**config.mk**
```make
export PLATFORM = sky130hd
export DESIGN_NAME = seven_seg_scanner
export DESIGN_NICKNAME = d
export VERILOG_FILES = /design/src/rtl/seven_seg_scanner.sv
export SDC_FILE = /design/constraint.sdc
export NUM_CORES = 1
export LEC_CHECK = 0
export CORE_MARGIN = 2
export CORE_UTILIZATION = 50
export CTS_CLUSTER_SIZE = 25
export DETAILED_ROUTE_END_ITERATION = 6
export PLACE_DENSITY = 0.75
export SLEW_MARGIN = 20
export SYNTH_ARGS = -nofsm -noshare
export SYNTH_HDL_FRONTEND = slang
export SYNTH_SLANG_ARGS = --single-unit
```
**constraint.sdc**
```tcl
create_clock -name clk -period 4 [get_ports clk]
set_clock_uncertainty 0.15 [all_clocks]
set_input_delay 1.2 -clock clk [delete_from_list [all_inputs] [get_ports clk]]
set_output_delay 1.2 -clock clk [all_outputs]
set_load 0.02 [all_outputs]
```
**src/rtl/seven_seg_scanner.sv**
```systemverilog
// ---------------------------------------------------------------------------
// seven_seg_scanner
//
// Purpose:
//   Time-multiplexed driver for a bank of common-anode seven-segment digits
//   that share one segment bus. A packed hex word plus decimal-point and
//   blank masks are captured into shadow registers on 'load'. The digits are
//   then scanned round-robin, one slot of SCAN_DIV clocks each, and the
//   active nibble is decoded to an active-low segment pattern.
//
// Parameters:
//   DIGITS    number of digits scanned (1..16)
//   SCAN_DIV  clk cycles each digit stays lit (>= 2)
//
// Ports:
//   clk         system clock
//   rst         synchronous, active-high reset
//   data        packed nibbles, digit i = data[4i+3:4i], digit 0 rightmost
//   dp_in       decimal point request per digit, 1 = lit
//   blank_in    blank request per digit, 1 = dark
//   load        capture data/dp_in/blank_in into the shadow registers
//   an          anode enables, active-low, at most one bit low
//   segments    {a,b,c,d,e,f,g,dp}, active-low
//   frame_done  one-cycle pulse when the slot of digit DIGITS-1 ends
//
// Optional feature:
//   Define SEVEN_SEG_LZ_SUPPRESS_EN to enable leading-zero suppression.
// ---------------------------------------------------------------------------
module seven_seg_scanner #(
   parameter int DIGITS   = 8,
   parameter int SCAN_DIV = 100000
) (
   input  logic                  clk,
   input  logic                  rst,
   input  logic [4*DIGITS-1:0]   data,
   input  logic [DIGITS-1:0]     dp_in,
   input  logic [DIGITS-1:0]     blank_in,
   input  logic                  load,
   output logic [DIGITS-1:0]     an,
   output logic [7:0]            segments,
   output logic                  frame_done
);

   localparam int IDX_W = (DIGITS > 1) ? $clog2(DIGITS) : 1;
   localparam int PS_W  = $clog2(SCAN_DIV);
   localparam logic [IDX_W-1:0] LAST_IDX = IDX_W'(DIGITS - 1);
   localparam logic [PS_W-1:0]  LAST_PS  = PS_W'(SCAN_DIV - 1);

   logic [PS_W-1:0]     prescaler_q, prescaler_d;
   logic [IDX_W-1:0]    idx_q, idx_d;
   logic [4*DIGITS-1:0] data_q, data_d;
   logic [DIGITS-1:0]   dp_q, dp_d;
   logic [DIGITS-1:0]   blank_q, blank_d;
   logic [DIGITS-1:0]   an_q, an_d;
   logic [7:0]          seg_q, seg_d;
   logic                frame_done_q, frame_done_d;

   logic                tick;
   logic [3:0]          sel_nibble;
   logic                sel_dp;
   logic                sel_blank;
   logic [DIGITS-1:0]   lz_mask;

   // Hex nibble to active-low abcdefg pattern (bit6 = a, bit0 = g).
   function automatic logic [6:0] seg_decode(input logic [3:0] nib);
      logic [6:0] pat;
      case (nib)
         4'h0: pat = 7'b0000001;
         4'h1: pat = 7'b1001111;
         4'h2: pat = 7'b0010010;
         4'h3: pat = 7'b0000110;
         4'h4: pat = 7'b1001100;
         4'h5: pat = 7'b0100100;
         4'h6: pat = 7'b0100000;
         4'h7: pat = 7'b0001111;
         4'h8: pat = 7'b0000000;
         4'h9: pat = 7'b0001100;
         4'hA: pat = 7'b0001000;
         4'hB: pat = 7'b1100000;
         4'hC: pat = 7'b1110010;
         4'hD: pat = 7'b1000010;
         4'hE: pat = 7'b0110000;
         4'hF: pat = 7'b0111000;
      endcase
      return pat;
   endfunction

   // Shadow registers: the scan only ever looks at these, never the live inputs.
   always_comb begin
      data_d  = data_q;
      dp_d    = dp_q;
      blank_d = blank_q;
      if (load) begin
         data_d  = data;
         dp_d    = dp_in;
         blank_d = blank_in;
      end
   end

   // Slot timer and digit index. frame_done is registered so it lands on the
   // same cycle that digit 0 lights up.
   always_comb begin
      tick         = (prescaler_q == LAST_PS);
      prescaler_d  = tick ? '0 : prescaler_q + 1'b1;
      idx_d        = idx_q;
      frame_done_d = 1'b0;
      if (tick) begin
         idx_d        = (idx_q == LAST_IDX) ? '0 : idx_q + 1'b1;
         frame_done_d = (idx_q == LAST_IDX);
      end
   end

`ifdef SEVEN_SEG_LZ_SUPPRESS_EN
   // Walk down from the most significant digit; a digit is suppressed while
   // it and every digit above it are zero with no decimal point. Digit 0 is
   // never suppressed so a zero value still shows a single '0'.
   always_comb begin : lz_calc
      logic lead;
      lead    = 1'b1;
      lz_mask = '0;
      for (int i = DIGITS - 1; i >= 1; i--) begin
         lead       = lead && (data_q[4*i +: 4] == 4'h0) && !dp_q[i];
         lz_mask[i] = lead;
      end
   end
`else
   assign lz_mask = '0;
`endif

   // Pick the shadow contents of the digit about to be lit (post-increment
   // index, pre-load shadow values).
   always_comb begin
      sel_nibble = 4'h0;
      sel_dp     = 1'b0;
      sel_blank  = 1'b0;
      for (int i = 0; i < DIGITS; i++) begin
         if (idx_d == IDX_W'(i)) begin
            sel_nibble = data_q[4*i +: 4];
            sel_dp     = dp_q[i];
            sel_blank  = blank_q[i] | lz_mask[i];
         end
      end
   end

   // Output registers only move on the tick edge. A blanked digit keeps its
   // anode driven so every slot looks identical in timing.
   always_comb begin
      an_d  = an_q;
      seg_d = seg_q;
      if (tick) begin
         an_d  = ~(DIGITS'(1) << idx_d);
         seg_d = sel_blank ? 8'hFF : {seg_decode(sel_nibble), ~sel_dp};
      end
   end

   always_ff @(posedge clk) begin
      if (rst) begin
         prescaler_q  <= '0;
         idx_q        <= '0;
         data_q       <= '0;
         dp_q         <= '0;
         blank_q      <= '0;
         an_q         <= '1;
         seg_q        <= 8'hFF;
         frame_done_q <= 1'b0;
      end else begin
         prescaler_q  <= prescaler_d;
         idx_q        <= idx_d;
         data_q       <= data_d;
         dp_q         <= dp_d;
         blank_q      <= blank_d;
         an_q         <= an_d;
         seg_q        <= seg_d;
         frame_done_q <= frame_done_d;
      end
   end

   assign an         = an_q;
   assign segments   = seg_q;
   assign frame_done = frame_done_q;

endmodule

```
==> results of run 1 <==
[per-stage QoR]
stage          cell area, µm²  instances
6_report                 5300        649
5_1_grt                  5300        649
4_1_cts                  5270        649
3_5_place_dp             5050        633
3_3_place_gp             5050        633
2_1_floorplan            4250        473
[logic make-up (layout without fill, tap and decap cells)]
family          after synthesis  count (layout)  synth area share, %
buf+inv                      44             115                 4.39
simple gates                182             182                 20.9
fa+ha+maj                     9               9                 2.65
xor+xnor                     15              15                 3.09
flops                        85              85                 40.1
compound gates               69              69                 11.6
mux                          69              69                 17.3
[worst paths after layout]
kind | startpoint | to | slack (ps) | depth (start not counted)
setup / recovery | prescaler_q[0]$_SDFF_PP0_ | segments[4]$_SDFFE_PP1N_ | 190 | 14
hold / removal | prescaler_q[0]$_SDFF_PP0_ | prescaler_q[0]$_SDFF_PP0_ | 300 | 1
hold reg to reg | prescaler_q[0]$_SDFF_PP0_ | prescaler_q[0]$_SDFF_PP0_ | 300 | 1
setup reg to reg | prescaler_q[0]$_SDFF_PP0_ | segments[4]$_SDFFE_PP1N_ | 190 | 14
[layout make-up]
cell class | count | area share [%]
Clock buffer | 11 | 2.67
Clock inverter | 5 | 1.58
Inverter | 15 | 1.06
Multi-Input combinational cell | 344 | 44.9
Sequential cell | 85 | 32.1
Tap cell | 105 | 2.48
Timing Repair Buffer | 84 | 15.2
[power groups by stage]
stage / combinational (µW) / clock (µW) / sequential, µW
6_report: 174 / 682 / 898
3_5_place_dp: 172 / 0 / 918
4_1_cts: 173 / 695 / 898
2_1_floorplan: 102 / 0 / 909
3_3_place_gp: 167 / 0 / 917
5_1_grt: 190 / 732 / 902
[sequential cells by signal, indices dropped and copies added (netlist names)]
register and flops:
dp_q 8, an 8, blank_q 8, segments 8, prescaler_q 17, idx_q 3
data_q 32, frame_done 1
[worst max-delay path: cells and delay by family (launching register included)]
family / cells / cell delay [ps]
simple gates: 4 / 1070
mux: 2 / 770
flops: 1 / 350
buf+inv: 1 / 120
compound gates: 5 / 650
fa+ha+maj: 2 / 580
[per-layer routing]
layer | wire length [µm] | share of wire (%) | global-route usage [%]
met2 | 4650 | 47 | 37.4
met3 | 461 | 4.6 | 3.99
met4 | 179 | 1.8 | 8.10
met1 | 4630 | 47 | 29.5
met5 | 0 | 0 | 0
[repair_timing]
action	CTS	global route
gates resized for setup	0	4
endpoints found under the hold margin	0	0
endpoints found under the setup margin	0	1
[cells in the final DEF (no fill, tap or decap), types with 4 or more instances in the layout]
cell                               n
sky130_fd_sc_hd__nor2_1           92
sky130_fd_sc_hd__dfxtp_1          85
sky130_fd_sc_hd__clkdlybuf4s50_1  65
sky130_fd_sc_hd__mux2i_1          61
sky130_fd_sc_hd__nand2_1          28
sky130_fd_sc_hd__inv_1            15
sky130_fd_sc_hd__buf_4            15
sky130_fd_sc_hd__a21oi_1          14
sky130_fd_sc_hd__nand3_1          13
sky130_fd_sc_hd__nand2b_1         10
sky130_fd_sc_hd__o21ai_0          10
sky130_fd_sc_hd__xor2_1           10
sky130_fd_sc_hd__clkbuf_8         10
sky130_fd_sc_hd__ha_1              9
sky130_fd_sc_hd__o21bai_1          7
sky130_fd_sc_hd__nor3_1            6
sky130_fd_sc_hd__and3_1            5
sky130_fd_sc_hd__xnor2_1           5
sky130_fd_sc_hd__nor2b_1           4
sky130_fd_sc_hd__a221oi_1          4
sky130_fd_sc_hd__a31oi_1           4
==> flow_summary_export.csv, run 1 <==
group,metric,value,unit
status,outcome,"finished clean",
routing,drt-vias-per-instance,5.42,
worst_hold_path,worst_hold_path_type,"reg2reg",
cells_and_area,post-route-util,64.5,%
power,worst_case_vdd_ir_drop,0.000237,V
sta,hold_violations,0,
routing,finalWirelength,9920,µm
synth,synth_fp_nets,533,
sta,setup_ws_post_layout,186,ps
global_route,first_global_vias,3422,
synth,yosys.cell_count.top_type,"sky130_fd_sc_hd__nor2_1",
clock_tree,clk-insertion-delay-late,360,ps
clock_tree,tritoncts,"done",
placed_design,io_buffers,67,
sta,slew_headroom,48.4,%
critical_path,crit_path_end_kind,"flip-flop",
job,max_cap_violations,0,
clock_tree,clk_path_buf_depth,2,
critical_path,worst_ep_required_time,4090,ps
synth,netlist_instances,473,
synth,post_synth_instance_area,4250,µm²
global_route,track_usage,22.6,%
placed_design,gpl_congestion,0.914,
floorplanning,die_h,96.1,µm
routing,detail_route.drc_violations,0,
floorplanning,floorplan.die.width,96.1,µm
routing,routed_wire_length_per_instance,15.3,µm
synth,ys_dominant_reg_cell,"sky130_fd_sc_hd__dfxtp_1",
clock_tree,root_buffer,"sky130_fd_sc_hd__clkbuf_8",
critical_path,critical_path.cell_chain,"ha_1 -> and4_4 -> and4b_1 -> mux2i_4 -> mux2_2 -> o2111ai_1 -> o21ai_0 -> nand2_1 -> inv_1 -> ha_1 -> nor3_1 -> a31oi_1 -> o211ai_1 -> a21oi_1",
power,power_per_cell_area,331,nW/µm²
routing,drt-pass1-iter-count,5,
floorplanning,core,8220,µm²
power,pwr-share-seq,51.2,%
synth,seq_area_frac_synth,40.1,%
sta,worst_pin_slew,773,ps
critical_path,worst_setup_path_start_kind,"flip-flop",
cells_and_area,sequential_cell_area,1700,µm²
routing,vias,3516,
synth,async_reset_ff_share,0,%
sta,unrepaired_setup_endpoints_after_global_routing,"no",
power,p_switching,411,µW
placed_design,post-dp-hpwl,7330,µm
synth,synth_top_area_cell,"sky130_fd_sc_hd__dfxtp_1",
critical_path,data_arrival_time_of_the_critical_path,3900,ps
power,comb_power_share,9.9,%
clock_tree,total_setup_buffers_inserted_after_cts,0,
global_route,antenna_found_initial,0,
power,clock_power_share,38.9,%
routing,antenna_violating_nets_post_route,0,
sta,timing.final.crit_period,3810,ps
power,fin_total_pwr,1750,µW
power,p_int,1340,µW
critical_path,crit_fanout,7,
synth,unique_cell_type_count_in_the_yosys_netlist,63,
floorplanning,initial_utilization,51.7,%
placed_design,preCtsSetupSlack,227,ps
critical_path,crit_path_max_incr_delay,400,ps
power,sw_frac_of_total,23.4,%
clock_tree,clkSinkCount,85,
critical_path,timing.critical_path.slowest_stage_cell,"sky130_fd_sc_hd__mux2_2",
cells_and_area,final_layout_size_suffix_gt1_share,9.74,%
sta,timing.hold.ws,297,ps
clock_tree,h-tree-depth,3,
global_route,grt_remaining_overflow,0,
floorplanning,fp.dieArea,9240,µm²
critical_path,worst_path_most_repeated_cell,"sky130_fd_sc_hd__ha_1",
synth,synth.cells.most_frequent,"sky130_fd_sc_hd__nor2_1 (92), sky130_fd_sc_hd__dfxtp_1 (85), sky130_fd_sc_hd__mux2i_1 (61)",
critical_path,timing.setup.critical_path_class,"reg2reg",
clock_tree,cts_inserted_buffers,9,
synth,post_synth_main_area_contributors,"sky130_fd_sc_hd__dfxtp_1 (40%), sky130_fd_sc_hd__mux2i_1 (14%), sky130_fd_sc_hd__nor2_1 (8.1%)",
clock_tree,clock_pin_transition_on_the_worst_setup_and_hold_timing_paths,80,ps
cells_and_area,nFillCells,675,
cells_and_area,flow.area_growth_from_synthesis,24.8,%
sta,final_min_period_over_clock_period,95.3,%
power,power_leakage,0.00219,µW
synth,synth_area_per_cell,8.98,µm²
synth,synth_edf_count,0,
routing,drt_iter0_drc,186,
sta,setup_tns,0,ps
cells_and_area,antennaDiodeCount,0,
sta,final-max-slew-violation-count,0,
sta,max_freq,262,MHz
cells_and_area,multi_input_comb_area,2380,µm²
synth,synth-seq-cells,85,
clock_tree,hold_buffers,0,
synth,synth-warning-count,0,
floorplanning,io_pins,68,
floorplanning,row_count,33,
sta,final-setup-viol-count,0,
synth,post_synth_top_area_share,40.1,%
global_route,maximum_number_of_pins_on_one_net_before_global_route_repair,50,
global_route,grt_pass1_wl,16100,µm
cells_and_area,num-nets-final,599,
(Power assumes the default switching activity.)
==> run 2, diff against run 1 <==
Settings changed: RECOVER_POWER from default to 25.
==> flow_summary_export.csv, run 2 (synthesis gave the netlist of run 1 again) <==
group,metric,value,unit
floorplanning,fp.dieArea,9240,µm²
critical_path,timing.reg2reg.setup_slack,220,ps
global_route,first_global_vias,3422,
cells_and_area,nFillCells,677,
floorplanning,initial_utilization,51.7,%
critical_path,critical_path.cell_chain,"ha_1 -> and4_4 -> and4b_1 -> mux2i_4 -> mux2_2 -> o2111ai_1 -> o21ai_0 -> nand2_1 -> inv_1 -> ha_1 -> nor3_1 -> a31oi_1 -> o211ai_1 -> a21oi_1",
clock_tree,clkSinkCount,85,
sta,setup_ws_post_layout,215,ps
global_route,track_usage,22.6,%
critical_path,crit_fanout,7,
cells_and_area,antennaDiodeCount,0,
critical_path,worst_r2r_path_depth,14,
status,outcome,"finished with violations",
clock_tree,total_setup_buffers_inserted_after_cts,0,
power,power_per_cell_area,332,nW/µm²
placed_design,post-dp-hpwl,7330,µm
sta,final-max-slew-violation-count,23,
placed_design,preCtsSetupSlack,227,ps
worst_hold_path,hold_start,"prescaler_q[0]$_SDFF_PP0_",
floorplanning,die_h,96.1,µm
critical_path,worst_path_most_repeated_cell,"sky130_fd_sc_hd__ha_1",
routing,drt-pass1-iter-count,4,
critical_path,worstReg2RegStart,"prescaler_q[0]$_SDFF_PP0_",
sta,hold_violations,0,
floorplanning,row_count,33,
critical_path,crit_path_end_kind,"flip-flop",
sta,final-setup-viol-count,0,
critical_path,crit_path_max_incr_delay,400,ps
clock_tree,clk_path_buf_depth,2,
routing,antenna_violating_nets_post_route,0,
placed_design,gpl_congestion,0.914,
routing,finalWirelength,9940,µm
status,failing_checks,"max-capacitance violations, max-slew violations",
routing,routed_wire_length_per_instance,15.3,µm
floorplanning,core,8220,µm²
sta,timing.hold.ws,297,ps
worst_hold_path,worst_hold_path.endpoint,"prescaler_q[0]$_SDFF_PP0_",
sta,worst_pin_slew,1730,ps
clock_tree,root_buffer,"sky130_fd_sc_hd__clkbuf_8",
worst_hold_path,whs_path_depth,1,
critical_path,worst_setup_path_start_kind,"flip-flop",
sta,slew_headroom,-15.4,%
cells_and_area,num-nets-final,599,
placed_design,io_buffers,67,
clock_tree,cts_inserted_buffers,9,
critical_path,worst_ep_required_time,4090,ps
clock_tree,h-tree-depth,3,
clock_tree,clock_pin_transition_on_the_worst_setup_and_hold_timing_paths,80,ps
power,worst_case_vdd_ir_drop,0.000236,V
critical_path,crit-reg2reg-capture,"segments[4]$_SDFFE_PP1N_",
cells_and_area,final_layout_size_suffix_gt1_share,9.19,%
cells_and_area,reg_with_most_ffs,"data_q",
cells_and_area,largest_reg_flops,32,
cells_and_area,reg.largest.list,"data_q: 32 flops, prescaler_q: 17 flops",
critical_path,timing.critical_path.slowest_stage_cell,"sky130_fd_sc_hd__mux2_2",
clock_tree,clk-insertion-delay-late,360,ps
routing,drt-vias-per-instance,5.43,
sta,timing.final.crit_period,3780,ps
worst_hold_path,worst_hold_path_type,"reg2reg",
critical_path,worst_path_dominant_cell_family,"simple AND/OR/NAND/NOR gates",
sta,setup_tns,0,ps
cells_and_area,final_cell_mix,"sky130_fd_sc_hd__nor2_1 (92), sky130_fd_sc_hd__dfxtp_1 (85), sky130_fd_sc_hd__clkdlybuf4s50_1 (65)",
routing,drt_iter0_drc,201,
floorplanning,io_pins,68,
sta,final_min_period_over_clock_period,94.6,%
critical_path,timing.setup.critical_path_class,"reg2reg",
clock_tree,tritoncts,"done",
critical_path,critical_path_buf_inv_count,1,
global_route,maximum_number_of_pins_on_one_net_before_global_route_repair,50,
cells_and_area,layout_commonest_cell,"sky130_fd_sc_hd__nor2_1",
floorplanning,floorplan.die.width,96.1,µm
sta,unrepaired_setup_endpoints_after_global_routing,"no",
global_route,antenna_found_initial,0,
cells_and_area,flow.area_growth_from_synthesis,24.6,%
global_route,grt_pass1_wl,16100,µm
routing,vias,3527,
sta,max_freq,264,MHz
global_route,grt_remaining_overflow,0,
job,max_cap_violations,1,
power,power_leakage,0.00217,µW
critical_path,data_arrival_time_of_the_critical_path,3870,ps
routing,detail_route.drc_violations,0,
## run 2: how the worst max path moves through the flow
stage,startpoint,end,slack (ps),depth (start not counted)
2_1_floorplan,prescaler_q[0]$_SDFF_PP0_,segments[4]$_SDFFE_PP1N_,450,16
3_3_place_gp,idx_q[0]$_SDFF_PP0_,segments[4]$_SDFFE_PP1N_,390,15
3_5_place_dp,prescaler_q[0]$_SDFF_PP0_,segments[4]$_SDFFE_PP1N_,230,14
6_report,prescaler_q[0]$_SDFF_PP0_,segments[4]$_SDFFE_PP1N_,220,14
4_1_cts,prescaler_q[0]$_SDFF_PP0_,segments[4]$_SDFFE_PP1N_,130,14
5_1_grt,prescaler_q[0]$_SDFF_PP0_,segments[4]$_SDFFE_PP1N_,10,14
## run 2: layout make-up
class	instances	area, µm²	share of cell area, %
clock buffer	11	141	2.67
clock inverter	5	83.8	1.59
inverter	15	56.3	1.06
multi-input combinational	344	2370	44.9
sequential	85	1700	32.2
tap	105	131	2.48
timing repair buffer	84	800	15.1
## run 2: what timing repair did
| action | CTS | global route |
|---|---|---|
| hold buffers | 0 | 0 |
| resized for setup | 0 | 4 |
| setup endpoints to repair | 0 | 1 |
## run 2: through the flow
| stage | cell area [µm²] | cells | total power (µW) | util, % |
|---|---|---|---|---|
| 3_3_place_gp | 5050 | 633 | 1080 | 61.4 |
| 3_5_place_dp | 5050 | 633 | 1090 | 61.4 |
| 2_1_floorplan | 4250 | 473 | 1010 | - |
| 6_report | 5290 | 649 | 1750 | 64.4 |
| 4_1_cts | 5270 | 649 | 1770 | 64.2 |
| 5_1_grt | 5290 | 649 | 1830 | 64.4 |
## run 2: routing by layer
metal | vias up | global-route usage, % | share of wire, %
li1 | 1780 | - | -
met5 | - | 0 | 0
met4 | 0 | 8.10 | 1.9
met2 | 93 | 37.4 | 47
met1 | 1637 | 29.5 | 47
met3 | 17 | 3.99 | 4.5
## run 2: report_power, final
part / internal, µW / switching [µW]
registers: 877 / 21.4
logic: 96.3 / 77.8
clock network: 370 / 313
total: 1340 / 412
==> run 3, diff against run 2 <==
Settings changed: GPL_TIMING_DRIVEN from default to 0, REMOVE_ABC_BUFFERS from default to 1.
==> flow_summary_export.csv, run 3 (synthesis gave the netlist of run 1 again) <==
group,metric,value,unit
critical_path,worst_setup_path_start_kind,"flip-flop",
clock_tree,tritoncts,"done",
sta,hold_violations,0,
sta,timing.final.crit_period,3740,ps
global_route,grtUsageMet1,28.3,%
cells_and_area,num-nets-final,590,
global_route,top_usage_layer,"met2",
cells_and_area,layout_commonest_cell,"sky130_fd_sc_hd__nor2_1",
floorplanning,core,8220,µm²
cells_and_area,final_cell_mix,"sky130_fd_sc_hd__nor2_1 (92), sky130_fd_sc_hd__dfxtp_1 (83), sky130_fd_sc_hd__clkdlybuf4s50_1 (65)",
routing,drt-pass1-iter-count,5,
global_route,grt_remaining_overflow,0,
clock_tree,clk-insertion-delay-late,360,ps
cells_and_area,post-route-util,63.0,%
status,outcome,"finished with violations",
cells_and_area,sequential_cell_area,1710,µm²
power,comb_power_share,10.7,%
global_route,antenna_found_initial,0,
critical_path,worst_path_dominant_cell_family,"adder cells",
routing,drt-vias-per-instance,5.56,
global_route,track_usage,20.9,%
placed_design,post-dp-hpwl,6650,µm
cells_and_area,post_layout_nonfiller_instances,639,
cells_and_area,final_layout_size_suffix_gt1_share,8.80,%
critical_path,crit_path_max_incr_delay,670,ps
floorplanning,die_h,96.1,µm
critical_path,critical_path_buf_inv_count,1,
placed_design,numPlacedInstances,617,
cells_and_area,reg.largest.list,"data_q: 32 flops, prescaler_q: 17 flops",
sta,worst_pin_slew,1520,ps
critical_path,timing.reg2reg.setup_slack,260,ps
clock_tree,clkSinkCount,85,
placed_design,io_buffers,67,
sta,final_min_period_over_clock_period,93.5,%
cells_and_area,antennaDiodeCount,0,
clock_tree,clk_path_buf_depth,2,
sta,final-setup-viol-count,0,
routing,vias,3550,
placed_design,gpl_congestion,0.851,
floorplanning,row_count,33,
cells_and_area,nFillCells,674,
floorplanning,io_pins,68,
cells_and_area,largest_reg_flops,32,
routing,antenna_violating_nets_post_route,0,
critical_path,timing.critical_path.slowest_stage_cell,"sky130_fd_sc_hd__or4_1",
routing,routed_wire_length_per_instance,14.5,µm
clock_tree,cts_inserted_buffers,9,
cells_and_area,reg_with_most_ffs,"data_q",
status,failing_checks,"max-capacitance violations, max-slew violations",
cells_and_area,flow.area_growth_from_synthesis,21.9,%
sta,slew_headroom,-1.23,%
sta,max_freq,267,MHz
routing,drt_iter0_drc,287,
global_route,grt_pass1_wl,15300,µm
clock_tree,root_buffer,"sky130_fd_sc_hd__clkbuf_8",
power,worst_case_vdd_ir_drop,0.000206,V
critical_path,data_arrival_time_of_the_critical_path,3830,ps
sta,final-max-slew-violation-count,39,
clock_tree,clock_pin_transition_on_the_worst_setup_and_hold_timing_paths,80,ps
sta,setup_ws_post_layout,260,ps
critical_path,crit_path_end_kind,"flip-flop",
power,sw_frac_of_total,24.7,%
critical_path,worst_ep_required_time,4090,ps
power,pwr-share-seq,56.5,%
global_route,grt_util_met2,33.0,%
clock_tree,h-tree-depth,3,
cells_and_area,multi_input_comb_area,2400,µm²
worst_hold_path,worst_hold_path_type,"reg2reg",
floorplanning,fp.dieArea,9240,µm²
power,p_switching,391,µW
critical_path,crit_fanout,20,
placed_design,preCtsSetupSlack,-546,ps
critical_path,worst_path_most_repeated_cell,"sky130_fd_sc_hd__ha_1",
critical_path,critical_path.cell_chain,"ha_1 -> ha_1 -> or4_1 -> mux2i_4 -> a221o_1 -> a311oi_2 -> a32oi_2 -> inv_1 -> ha_1 -> nor3_1 -> a31oi_1 -> o211ai_1 -> a21oi_1",
global_route,maximum_number_of_pins_on_one_net_before_global_route_repair,49,
power,p_int,1190,µW
power,power_per_cell_area,305,nW/µm²
floorplanning,floorplan.die.width,96.1,µm
clock_tree,hold_buffers,0,
job,max_cap_violations,1,
routing,detail_route.drc_violations,0,
power,power_leakage,0.00212,µW
global_route,grtUsageMet3,4.62,%
power,clock_power_share,32.8,%
routing,finalWirelength,9280,µm
critical_path,timing.setup.critical_path_class,"reg2reg",
floorplanning,initial_utilization,51.7,%
global_route,first_global_vias,3282,
-- run 3: stage by stage --
| stage | total power, µW | hold WS (ps) | cell area (µm²) | TNS [ps] |
|---|---|---|---|---|
| CTS | 1590 | 294 | 5140 | 0 |
| detailed placement | 1080 | 282 | 4940 | -2710 |
| floorplan | 991 | 263 | 4120 | 0 |
| global placement | 1080 | 274 | 4920 | -25850 |
| global route | 1650 | 328 | 5180 | -10.6 |
| finish | 1580 | 297 | 5180 | 0 |
-- run 3: repair_timing --
action / 4_1_cts / 5_1_grt
gates resized for setup: 7 / 8
buffers inserted: 4 / 3
pin swaps: 1 / 0
setup endpoints to repair: 7 / 4
-- run 3: layout make-up --
cell class | instances | share of cell area, %
Clock inverter | 4 | 0.508
Tap cell | 105 | 2.54
Clock buffer | 11 | 2.54
Multi-Input combinational cell | 344 | 46.4
Inverter | 15 | 1.09
Sequential cell | 85 | 33.0
Timing Repair Buffer | 75 | 13.9
-- run 3: worst register-to-register path: cells and delay by family (launching register included) --
family	cells	cell delay (ps)
adders and majority gates	3	1030
DFF	1	410
and+or+nand+nor	2	890
muxes	1	240
buffers and inverters	1	140
AOI/OAI and AO/OA	6	760
-- run 3: layer usage --
layer	vias up	share of wire, %
met5	-	0
met4	0	1.7
met3	13	4.8
met2	96	48
met1	1678	46
li1	1763	-
-- run 3: final timing paths --
path / startpoint / to / cells past startpoint
setup / recovery: idx_q[0]$_SDFF_PP0_ / segments[4]$_SDFFE_PP1N_ / 13
hold / removal: prescaler_q[0]$_SDFF_PP0_ / prescaler_q[0]$_SDFF_PP0_ / 1
setup reg to reg: idx_q[0]$_SDFF_PP0_ / segments[4]$_SDFFE_PP1N_ / 13
hold reg to reg: prescaler_q[0]$_SDFF_PP0_ / prescaler_q[0]$_SDFF_PP0_ / 1
-- run 3: power by group through the flow --
stage	clock [µW]	combinational, µW	sequential, µW
after global routing	569	186	898
after floorplan	0	82.3	909
after detailed placement	0	171	914
after CTS	524	172	894
final	519	169	893
after global placement	0	169	914
